--- src/rtl/instr_stream_encoder_pkg.sv ---
// Shared definitions for the instruction stream encoder.
// Contents:
//   OP_DP/OP_MEM/OP_BR  - op field encodings
//   BR_FUNCT_HI         - required funct[5:4] value for a legal branch tuple
//   enc_state_t         - load-session FSM states
//   instr_fields_t      - decoded field tuple presented at the encoder input
package instr_stream_encoder_pkg;

  localparam logic [1:0] OP_DP       = 2'b00;
  localparam logic [1:0] OP_MEM      = 2'b01;
  localparam logic [1:0] OP_BR       = 2'b10;
  localparam logic [1:0] BR_FUNCT_HI = 2'b10;

  typedef enum logic [1:0] {
    IDLE = 2'd0,
    LOAD = 2'd1,
    DONE = 2'd2,
    FULL = 2'd3
  } enc_state_t;

  typedef struct packed {
    logic [3:0]  cond;
    logic [1:0]  op;
    logic [5:0]  funct;
    logic [3:0]  rn;
    logic [3:0]  rd;
    logic [11:0] src2;
    logic [23:0] imm24;
  } instr_fields_t;

endpackage

--- src/rtl/instr_stream_encoder_packer.sv ---
// instr_field_packer: combinational fields -> 32-bit ARM word.
// Ports:
//   i_fields  - decoded field tuple
//   o_word    - encoded instruction word
//   o_illegal - tuple is not a legal encoding (op 11, or branch with funct[5:4] != 10)
module instr_field_packer
  import instr_stream_encoder_pkg::*;
(
  input  instr_fields_t i_fields,
  output logic [31:0]   o_word,
  output logic          o_illegal
);

  // Branches carry a 24-bit offset in place of rn/rd/src2; all other ops use the flat layout.
  always_comb begin
    o_word = 32'h0000_0000;
    if (i_fields.op == OP_BR) begin
      o_word = {i_fields.cond, i_fields.op, i_fields.funct[5:4], i_fields.imm24};
    end else begin
      o_word = {i_fields.cond, i_fields.op, i_fields.funct,
                i_fields.rn, i_fields.rd, i_fields.src2};
    end
  end

  // Illegal-tuple classification; only consumed when checking is built in.
  always_comb begin
    o_illegal = 1'b0;
    if (i_fields.op == 2'b11) begin
      o_illegal = 1'b1;
    end else if ((i_fields.op == OP_BR) && (i_fields.funct[5:4] != BR_FUNCT_HI)) begin
      o_illegal = 1'b1;
    end else begin
      o_illegal = 1'b0;
    end
  end

endmodule

--- src/rtl/instr_stream_encoder.sv ---
// instr_stream_encoder: packs field tuples into ARM words and streams them into
// instruction memory at incrementing byte addresses, one word per accepted tuple.
// Optional feature macro: ENCODER_CHECK_EN (illegal tuples are accepted but not
// written, and raise the sticky err flag).
// Ports:
//   clk, reset             - clock, asynchronous active-high reset
//   start                  - pulse: open a new load session
//   in_valid/in_ready      - field tuple handshake; in_last marks the final word
//   cond/op/funct/rn/rd/src2/imm24 - decoded fields
//   mem_we/mem_addr/mem_wd - registered instruction-memory write port
//   busy                   - session in progress (LOAD)
//   done                   - last word written, held until start/reset
//   count                  - words written this session
//   overflow               - sticky: DEPTH reached without in_last
//   err                    - sticky illegal-tuple flag (0 when checking is not built)
module instr_stream_encoder
  import instr_stream_encoder_pkg::*;
#(
  parameter int                ADDR_W    = 32,
  parameter logic [ADDR_W-1:0] BASE_ADDR = '0,
  parameter int                DEPTH     = 64,
  localparam int               CW        = $clog2(DEPTH) + 1
) (
  input  logic              clk,
  input  logic              reset,
  input  logic              start,
  input  logic              in_valid,
  output logic              in_ready,
  input  logic              in_last,
  input  logic [3:0]        cond,
  input  logic [1:0]        op,
  input  logic [5:0]        funct,
  input  logic [3:0]        rn,
  input  logic [3:0]        rd,
  input  logic [11:0]       src2,
  input  logic [23:0]       imm24,
  output logic              mem_we,
  output logic [ADDR_W-1:0] mem_addr,
  output logic [31:0]       mem_wd,
  output logic              busy,
  output logic              done,
  output logic [CW-1:0]     count,
  output logic              overflow,
  output logic              err
);

  enc_state_t        r_state;
  logic [ADDR_W-1:0] r_ptr;
  logic [CW-1:0]     r_count;
  logic              r_mem_we;
  logic [ADDR_W-1:0] r_mem_addr;
  logic [31:0]       r_mem_wd;
  logic              r_done;
  logic              r_overflow;
  logic              r_err;

  instr_fields_t w_fields;
  logic [31:0]   w_word;
  logic          w_illegal;
  logic          w_drop;
  logic          w_accept;

  assign w_fields = '{cond: cond, op: op, funct: funct, rn: rn, rd: rd,
                      src2: src2, imm24: imm24};

  instr_field_packer u_packer (
    .i_fields  (w_fields),
    .o_word    (w_word),
    .o_illegal (w_illegal)
  );

`ifdef ENCODER_CHECK_EN
  assign w_drop = w_illegal;
`else
  logic w_unused_illegal;
  assign w_unused_illegal = w_illegal;
  assign w_drop           = 1'b0;
`endif

  // The count bound alone stops acceptance once the session is full.
  assign in_ready = (r_state == LOAD) & ~start & (r_count < CW'(DEPTH));
  assign w_accept = in_valid & in_ready;

  assign mem_we   = r_mem_we;
  assign mem_addr = r_mem_addr;
  assign mem_wd   = r_mem_wd;
  assign busy     = (r_state == LOAD);
  assign done     = r_done;
  assign count    = r_count;
  assign overflow = r_overflow;
  assign err      = r_err;

  // Load-session FSM, write pointer/counter and registered memory write port.
  always_ff @(posedge clk or posedge reset) begin
    if (reset) begin
      r_state    <= IDLE;
      r_ptr      <= BASE_ADDR;
      r_count    <= '0;
      r_mem_we   <= 1'b0;
      r_mem_addr <= '0;
      r_mem_wd   <= 32'h0000_0000;
      r_done     <= 1'b0;
      r_overflow <= 1'b0;
      r_err      <= 1'b0;
    end else begin
      r_mem_we <= 1'b0;
      // A write registered on the previous edge is already on the port, so a
      // start here never disturbs it; in_ready is low while start is high.
      if (start) begin
        r_state    <= LOAD;
        r_ptr      <= BASE_ADDR;
        r_count    <= '0;
        r_done     <= 1'b0;
        r_overflow <= 1'b0;
        r_err      <= 1'b0;
      end else if (w_accept) begin
        if (w_drop) begin
          r_err <= 1'b1;
        end else begin
          r_mem_we   <= 1'b1;
          r_mem_addr <= r_ptr;
          r_mem_wd   <= w_word;
          r_ptr      <= r_ptr + ADDR_W'(4);
          r_count    <= r_count + CW'(1);
        end
        // in_last wins over the full condition on the final slot.
        if (in_last) begin
          r_state <= DONE;
          r_done  <= 1'b1;
        end else if (!w_drop && (r_count == CW'(DEPTH - 1))) begin
          r_state    <= FULL;
          r_overflow <= 1'b1;
        end else begin
          r_state <= r_state;
        end
      end else begin
        r_state <= r_state;
      end
    end
  end

endmodule

--- config.mk ---
export PLATFORM = sky130hd
export DESIGN_NAME = instr_stream_encoder
export DESIGN_NICKNAME = d
export VERILOG_FILES = /design/src/rtl/instr_stream_encoder_pkg.sv /design/src/rtl/instr_stream_encoder_packer.sv /design/src/rtl/instr_stream_encoder.sv
export SDC_FILE = /design/constraint.sdc
export NUM_CORES = 1
export LEC_CHECK = 0
export ABC_AREA = 1
export BUFFER_PORTS_ARGS = -buffer_cell sky130_fd_sc_hd__buf_2
export CAP_MARGIN = 25
export CORE_ASPECT_RATIO = 1.25
export CORE_MARGIN = 1.5
export CORE_UTILIZATION = 50
export DETAILED_ROUTE_END_ITERATION = 6
export PLACE_DENSITY = 0.76
export SYNTH_ARGS = -nofsm -noshare
export SYNTH_HDL_FRONTEND = slang
export SYNTH_SLANG_ARGS = --single-unit
--- constraint.sdc ---
create_clock -name clk -period 4.85 [get_ports clk]
set_input_delay 0.97 -clock clk [delete_from_list [all_inputs] [get_ports clk]]
set_output_delay 0.97 -clock clk [all_outputs]
set_load 0.02 [all_outputs]
==> impl_metrics.env, run 1 <==
export IMPL_post_route_min_period_ns=2.68
export IMPL_fillers=893
export IMPL_ant_nets=0
export IMPL_io_buffers=134
export IMPL_grt_use_total_pct=22.8
export IMPL_first_iter_violations=319
export IMPL_grt_pass1_wl_um=19800
export IMPL_wirelength_um=12300
export IMPL_final_cell_mix="nand2_1, buf_2, dfrtp_1"
export IMPL_cts_sinks=104
export IMPL_fp_dieArea_sq_um=11000
export IMPL_p_leak_uw=0.00316
export IMPL_yosysTopAreaCellShare_pct=50.3
export IMPL_cts_resized=0
export IMPL_cts_root_buf="clkbuf_16"
export IMPL_gp_congestion=0.859
export IMPL_cap_violations=0
export IMPL_finalHoldViolCount=0
export IMPL_grt_pass1_vias=4417
export IMPL_rsz0062_at_grt="false"
export IMPL_nets=814
export IMPL_critPathArrivalTime_ns=2.92
export IMPL_dr_total_vias=4573
export IMPL_stdcell_count=884
export IMPL_ys_flop_type="dfrtp_1"
export IMPL_dpl_hpwl_um=8880
export IMPL_finalClockSkew_ns=0.00688
export IMPL_synth_top_area_cell="dfrtp_1"
export IMPL_timing_fmax_ghz=0.374
export IMPL_row_count=41
export IMPL_synth_area_leaders="dfrtp_1, nand2_1, nor2_1, o31ai_2, inv_1"
export IMPL_synth_seq_area_share_pct=50.3
export IMPL_grt_max_degree=73
export IMPL_numCtsBuffers=9
export IMPL_end_kind="register"
export IMPL_synth_edf_count=0
export IMPL_dieWidth_um=94.0
export IMPL_fin_setup_tns_ns=0
export IMPL_worst_path_max_fanout=26
export IMPL_setup_viol=0
export IMPL_area_growth_pct=18.7
export IMPL_slew_headroom_pct=42.5
export IMPL_slew_viol_final=0
export IMPL_vdd_drop_max_mv=0.155
export IMPL_drive_gt1_share_pct=25.6
export IMPL_netlist_area_sq_um=5170
export IMPL_synth_warnings=0
export IMPL_outcome="completed"
export IMPL_n_antenna_cell=0
export IMPL_insertion_delay_ns=0.34
export IMPL_htree_levels=3
export IMPL_clk_path_buf_depth=2
export IMPL_finalCritPeriodShare_pct=55.2
export IMPL_p_per_area_nw_per_um2=332
export IMPL_cts_setup_buffers=0
export IMPL_cp_required_ns=5.10
export IMPL_clk_pin_slew_ns=0.07
export IMPL_core_area_sq_um=10100
export IMPL_dr_pass1_iters=6
export IMPL_vias_per_cell=5.17
export IMPL_ios=138
export IMPL_hold_path_class="register to register"
export IMPL_start_kind="input pin"
export IMPL_post_place_cells=869
export IMPL_grt_overflow=0
export IMPL_remaining_drc_errors=0
export IMPL_worst_slew_pin_slew_ns=0.863
export IMPL_hold_buffers=0
export IMPL_worstSetupPathType="input pin to register"
export IMPL_avgSynthCellArea_sq_um=8.20
export IMPL_final_common_cell="nand2_1"
export IMPL_antenna_found_initial=0
export IMPL_synthArstFlopShare_pct=100
export IMPL_post_drt_wl_per_cell_um=13.9
export IMPL_postSynthCellCount=631
export IMPL_cts_tree="built"
export IMPL_die_h_um=117
export IMPL_yosysUniqueCellTypes=32
export IMPL_start_util_pct=51.2
export IMPL_ys_ff_latch=104
==> cell usage after synthesis, types with 2 or more instances <==
cell      count
clkbuf_1      6
buf_4         4
ha_1          2
nor2_2        4
nor3_4        2
nand2_1     186
nand3_1      21
o21ai_0      39
a21oi_1      38
a31oi_1       2
buf_6         9
o21a_1        2
nor2_1       83
nor2_4        4
dfrtp_1     104
o21ai_1       3
inv_1        60
nand3_2       2
buf_2        10
o31ai_2      24
nor3_1        5
nand4_1      11
==> cell type report <==
cell class	instances	area, sq um	area share (%)
Tap cell	129	161	2.63
Clock inverter	4	30.0	0.489
Sequential cell	104	2600	42.4
Multi-Input combinational cell	436	2140	34.9
Timing Repair Buffer	138	721	11.7
Clock buffer	11	253	4.11
Inverter	62	235	3.83
==> metal layers <==
layer	track usage [%]	wire (um)
met1	28.8	5060
met5	0	0
met4	9.15	265
met2	39.2	6420
met3	3.84	517
==> final timing paths <==
check / from / to / slack (ns) / depth (start not counted)
max in group asynchronous: reset / mem_addr[29] / 3.07 / 3
worst max-delay path: op[0] / mem_wd[17] / 2.17 / 5
worst min register to register: mem_wd[29] / mem_wd[29] / 0.48 / 2
worst min-delay path: mem_wd[29] / mem_wd[29] / 0.48 / 2
worst max register to register: count[6] / r_ptr[26] / 2.74 / 9
min in group asynchronous: reset / mem_wd[1] / 0.80 / 2
==> registers in the layout, indices dropped and copies added (netlist names) <==
name / flops
count: 7
mem_addr: 30
mem_wd: 32
r_state: 2
done: 1
overflow: 1
mem_we: 1
r_ptr: 30
==> critical path, stage by stage <==
cell	delay, ns
buf_2	0.08
clkinv_1	0.55
nand2_1	0.90
nor2_1	0.13
o31ai_2	0.29
==> through the flow <==
stage / hold slack (ns) / instance area [sq um] / worst slack (ns) / utilization [%] / total power [uW]
finish: 0.481 / 6140 / 2.17 / 60.8 / 2040
CTS: 0.481 / 6140 / 2.22 / 60.8 / 2050
global route: 0.500 / 6140 / 2.00 / 60.8 / 2120
global placement: 0.458 / 5830 / 1.99 / 57.7 / 1360
floorplan: 0.452 / 5180 / 1.15 / - / 1240
detailed placement: 0.465 / 5860 / 1.86 / 58.0 / 1370
==> cell families after synthesis <==
| logic type | after synthesis | share of synthesized area [%] |
|---|---|---|
| and+or+nand+nor | 322 | 26.3 |
| AOI/OAI and AO/OA | 109 | 14.2 |
| DFF | 104 | 50.3 |
| buffers and inverters | 93 | 8.61 |
| adders and majority gates | 2 | 0.483 |
| other | 1 | 0.0725 |
==> report_power, final <==
group / switching (uW) / leakage [uW] / internal, uW / total, uW
Sequential: 43.6 / 0.00139 / 938 / 982
Combinational: 243 / 0.00164 / 128 / 371
Clock: 315 / 0.000126 / 373 / 688
Total: 601 / 0.00316 / 1440 / 2040
No activity file was read; power rests on OpenSTA's default activity.
==> run 2: changes to the inputs <==
- clock period: 4.85 -> 2.5 ns (I/O delays scaled with it)
==> run 2 against run 1 <==
Effect of this change:
- sequential cell count unchanged
- via count up 1.3%
- global-route usage about the same
- sequential share of layout area down 0.49 points
- register-to-register slack worse by 2.0 ns
- clock-buffer cell count down 2
- die area unchanged
- non-clock buffer count up 8
- core utilization up 0.72 points
- worst hold slack worse by 0.25 ns
- final cell count up 1.0%
- sequential power up 93%
- largest cell class unchanged
==> impl_metrics.env, run 2 (synthesis results as in run 1) <==
export IMPL_outcome="completed"
export IMPL_vdd_drop_max_mv=0.416
export IMPL_numCtsBuffers=9
export IMPL_vias_per_cell=5.19
export IMPL_setup_viol=0
export IMPL_cts_resized=0
export IMPL_cp_common_cell="nand2_1"
export IMPL_finalClockSkew_ns=0.00963
export IMPL_cts_setup_buffers=0
export IMPL_cp_top_family="simple AND/OR/NAND/NOR gates"
export IMPL_drive_gt1_share_pct=26.4
export IMPL_cp_cell_sequence="nor2_2 > nand3_4 > inv_2 > buf_4 > nand4_1 > nand2_1 > nand2_1 > nor2_1"
export IMPL_grt_pass1_wl_um=19500
export IMPL_largest_reg_flops=32
export IMPL_critPathArrivalTime_ns=2.02
export IMPL_post_place_cells=877
export IMPL_row_count=41
export IMPL_clk_pin_slew_ns=0.08
export IMPL_ant_nets=0
export IMPL_nets=822
export IMPL_worst_slew_pin_slew_ns=0.653
export IMPL_insertion_delay_ns=0.35
export IMPL_cap_violations=0
export IMPL_hold_path_class="input pin to async pin"
export IMPL_core_area_sq_um=10100
export IMPL_post_route_min_period_ns=1.74
export IMPL_post_drt_wl_per_cell_um=13.8
export IMPL_die_h_um=117
export IMPL_slowest_delay_ns=0.43
export IMPL_first_iter_violations=233
export IMPL_worst_path_buf_inv=2
export IMPL_clk_path_buf_depth=2
export IMPL_n_antenna_cell=0
export IMPL_io_buffers=134
export IMPL_finalCritPeriodShare_pct=69.4
export IMPL_slew_viol_final=0
export IMPL_wirelength_um=12300
export IMPL_dpl_hpwl_um=8980
export IMPL_grt_max_degree=56
export IMPL_slowest_stage="dfrtp_1"
export IMPL_antenna_found_initial=0
export IMPL_dr_total_vias=4633
export IMPL_grt_use_total_pct=22.8
export IMPL_finalHoldViolCount=0
export IMPL_cts_sinks=104
export IMPL_slew_headroom_pct=56.4
export IMPL_gp_congestion=0.888
export IMPL_hold_buffers=0
export IMPL_cts_root_buf="clkbuf_16"
export IMPL_end_kind="register"
export IMPL_remaining_drc_errors=0
export IMPL_start_util_pct=51.2
export IMPL_cp_required_ns=2.78
export IMPL_p_per_area_nw_per_um2=643
export IMPL_worstSetupPathType="register to register"
export IMPL_ios=138
export IMPL_stdcell_count=893
export IMPL_grt_pass1_vias=4296
export IMPL_rsz0062_at_grt="false"
export IMPL_fp_dieArea_sq_um=11000
export IMPL_start_kind="register"
export IMPL_dr_pass1_iters=4
export IMPL_final_common_cell="nand2_1"
export IMPL_grt_overflow=0
export IMPL_area_growth_pct=20.1
export IMPL_cts_tree="built"
export IMPL_fin_setup_tns_ns=0
export IMPL_p_leak_uw=0.00321
export IMPL_htree_levels=3
export IMPL_dieWidth_um=94.0
export IMPL_timing_fmax_ghz=0.576
export IMPL_final_cell_mix="nand2_1, buf_2, dfrtp_1"
export IMPL_worst_path_max_fanout=20
-- run 2: where the power goes --
part	internal [uW]	switching, uW
registers	1820	79.0
logic	258	474
clock network	697	672
total	2770	1220
-- run 2: per-layer routing --
layer	routed length [um]	part of all wire, %	vias to the layer above	global-route usage, %
li1	-	-	2283	-
met1	5080	41	2187	28.1
met2	6280	51	134	37.3
met3	567	4.6	29	4.95
met4	353	2.9	0	12.5
met5	0	0	-	0
-- run 2: path summary, 6_finish.rpt --
kind | start | slack [ns] | end | cells past startpoint
worst max-delay path | count[6] | 0.76 | r_ptr[30] | 8
worst min register to register | mem_wd[29] | 0.48 | mem_wd[29] | 2
min in group clk | cond[0] | 0.34 | mem_wd[28] | 3
max in group asynchronous | reset | 1.64 | mem_addr[18] | 3
worst min-delay path | reset | 0.23 | mem_addr[9] | 2
worst max register to register | count[6] | 0.76 | r_ptr[30] | 8
-- run 2: area by class of cell --
class / count / area [sq um]
inverters: 62 / 236
multi-input cells: 436 / 2140
well taps: 129 / 161
flip-flops and latches: 104 / 2600
clock buffers: 9 / 225
clock inverters: 7 / 63.8
repair buffers: 146 / 786
fillers: 855 / 3890
-- run 2: stage by stage --
stage	instance area [sq um]	utilization [%]	power [uW]	hold WS (ns)	setup slack, ns
after CTS	6220	61.5	4030	0.238	0.749
after global routing	6220	61.5	4170	0.269	0.568
after floorplan	5190	-	2410	0.452	0.754
final	6220	61.5	4000	0.229	0.765
after detailed placement	5930	58.7	2670	0.464	0.558
after global placement	5930	58.7	2650	0.458	0.607
==> run 3: changes to the inputs <==
- CORE_UTILIZATION: 50 -> 48
- PLACE_DENSITY: 0.76 -> 0.77
- clock period: 2.5 -> 1.4 ns (I/O delays scaled with it)
==> run 3 against run 2 <==
Effect of this change:
- clock-buffer cell count is the same
- critical path depth unchanged
- design area is 16% higher
- the run now ends with negative setup slack left
==> impl_metrics.env, run 3 (synthesis results as in run 1) <==
export IMPL_top_layer="met4"
export IMPL_worstSetupPathType="register to register"
export IMPL_seqPwrFrac_pct=45.4
export IMPL_htree_levels=3
export IMPL_dpl_cell_area_sq_um=6280
export IMPL_power_clock_fraction_pct=32.5
export IMPL_ant_nets=0
export IMPL_drive_gt1_share_pct=37.7
export IMPL_slowest_delay_ns=0.38
export IMPL_violations="negative setup slack"
export IMPL_hold_path_class="input pin to async pin"
export IMPL_path_depth=8
export IMPL_cp_required_ns=1.66
export IMPL_p_leak_uw=0.00367
export IMPL_stdcell_count=954
export IMPL_area_growth_pct=39.1
export IMPL_final_cell_mix="nand2_1, buf_2, dfrtp_1"
export IMPL_die_h_um=119
export IMPL_dr_total_vias=5106
export IMPL_route_met2_wl_um=7830
export IMPL_cp_top_family="buffers and inverters"
export IMPL_wl_met3_um=686
export IMPL_r2r_slack_ns=-0.21
export IMPL_dieWidth_um=95.9
export IMPL_row_count=42
export IMPL_remaining_drc_errors=0
export IMPL_numCtsBuffers=9
export IMPL_fp_dieArea_sq_um=11400
export IMPL_stdcell_area_sq_um=7200
export IMPL_slew_viol_final=0
export IMPL_clk_pin_slew_ns=0.07
export IMPL_nets=882
export IMPL_finalCritPeriodShare_pct=115
export IMPL_dr_pass1_iters=5
export IMPL_start_kind="register"
export IMPL_p_per_area_nw_per_um2=1040
export IMPL_rsz0062_at_grt="true"
export IMPL_cts_sinks=104
export IMPL_vias_per_cell=5.35
export IMPL_combPwrFrac_pct=22.1
export IMPL_outcome="complete, but fails checks"
export IMPL_gp_congestion=0.886
export IMPL_worst_path_max_fanout=7
export IMPL_cp_cell_sequence="inv_2 > nor2_4 > nand3_4 > buf_8 > buf_12 > buf_8 > clkbuf_16 > o31ai_4"
export IMPL_finalClockSkew_ns=0.00800
export IMPL_worst_path_buf_inv=5
export IMPL_startpoint="r_state[0]"
export IMPL_finalHoldViolCount=0
export IMPL_core_area_sq_um=10600
export IMPL_p_sw_uw=2210
export IMPL_grt_pass1_vias=4756
export IMPL_post_route_min_period_ns=1.61
export IMPL_endpoint="mem_wd[2]"
export IMPL_wirelength_um=14700
export IMPL_antenna_found_initial=0
export IMPL_critPathArrivalTime_ns=1.87
export IMPL_grt_overflow=0
export IMPL_setup_slack_ns=-0.209
export IMPL_rr_worst_depth=8
export IMPL_cp_common_cell="buf_8"
export IMPL_drt_met1_wl_um=5710
export IMPL_clk_path_buf_depth=2
export IMPL_vdd_drop_max_mv=0.598
export IMPL_insertion_delay_ns=0.35
export IMPL_dpl_hpwl_um=9530
export IMPL_cts_root_buf="clkbuf_16"
export IMPL_r2r_end="mem_wd[2]"
export IMPL_largest_reg_flops=32
export IMPL_power_total_uw=7480
export IMPL_fin_setup_tns_ns=-6.24
export IMPL_io_buffers=134
export IMPL_timing_fmax_ghz=0.622
export IMPL_grt_pass1_wl_um=21500
export IMPL_cts_tree="built"
export IMPL_grt_max_degree=81
export IMPL_sw_frac_of_total_pct=29.5
export IMPL_p_int_uw=5280
export IMPL_cap_violations=0
export IMPL_setup_viol=68
export IMPL_grt_use_total_pct=23.6
export IMPL_post_drt_wl_per_cell_um=15.4
export IMPL_timing_rr_start="r_state[0]"
export IMPL_end_kind="register"
export IMPL_final_common_cell="nand2_1"
export IMPL_slowest_stage="dfrtp_1"
export IMPL_start_util_pct=49.0
export IMPL_n_antenna_cell=0
export IMPL_post_place_cells=916
export IMPL_ios=138
export IMPL_first_iter_violations=383
## run 3: power groups by stage
stage	clock network (uW)	logic (uW)	registers (uW)
3_5_place_dp	0	1410	3430
2_1_floorplan	0	564	3740
4_1_cts	2450	1430	3380
6_report	2430	1650	3400
5_1_grt	2570	1770	3430
3_3_place_gp	0	1370	3420
## run 3: worst min path at each step
stage | startpoint | end | slack (ns) | cells after the start
after global routing | reset | mem_wd[4] | 0.07 | 3
after floorplan | start | r_state[1] | 0.34 | 1
after detailed placement | reset | mem_wd[0] | 0.42 | 3
after global placement | reset | mem_wd[0] | 0.41 | 3
final | reset | mem_wd[4] | 0.05 | 3
after CTS | reset | mem_wd[5] | 0.05 | 3
## run 3: stage by stage
step           setup slack, ns  hold WS (ns)  util [%]
4_1_cts                 -0.108        0.0494      62.9
6_report                -0.209        0.0491      68.1
3_3_place_gp            -0.103         0.407      59.5
3_5_place_dp            -0.149         0.416      59.5
2_1_floorplan           -0.126         0.343         -
5_1_grt                 -0.266        0.0695      68.1
## run 3: what timing repair did
| action | in CTS | in global routing |
|---|---|---|
| resized for setup | 25 | 86 |
| endpoints found under the setup margin | 80 | 93 |
| hold buffers | 0 | 0 |
| hold endpoints to repair | 0 | 0 |
| cloned | 0 | 7 |
| buffers inserted | 2 | 16 |
| pin swaps | 6 | 13 |
## run 3: metal layers
metal	global-route usage, %	vias to the layer above
met1	29.6	2443
met5	0	-
met4	11.2	0
met2	39.1	222
met3	3.83	47
li1	-	2394
## run 3: final cells by class
class                   count  area [sq um]
multi-input cells         436          2400
fillers                   805          3360
well taps                 132           165
clock inverters             5          50.0
flip-flops and latches    104          2600
clock buffers               9           225
repair buffers            206          1500
inverters                  62           251
## run 3: worst register-to-register path, stage by stage, from the launching register on
cell and delay [ns]:
dfrtp_1 0.38, inv_2 0.06, nor2_4 0.14, nand3_4 0.15, buf_8 0.19, buf_12 0.15
buf_8 0.13, clkbuf_16 0.15, o31ai_4 0.17
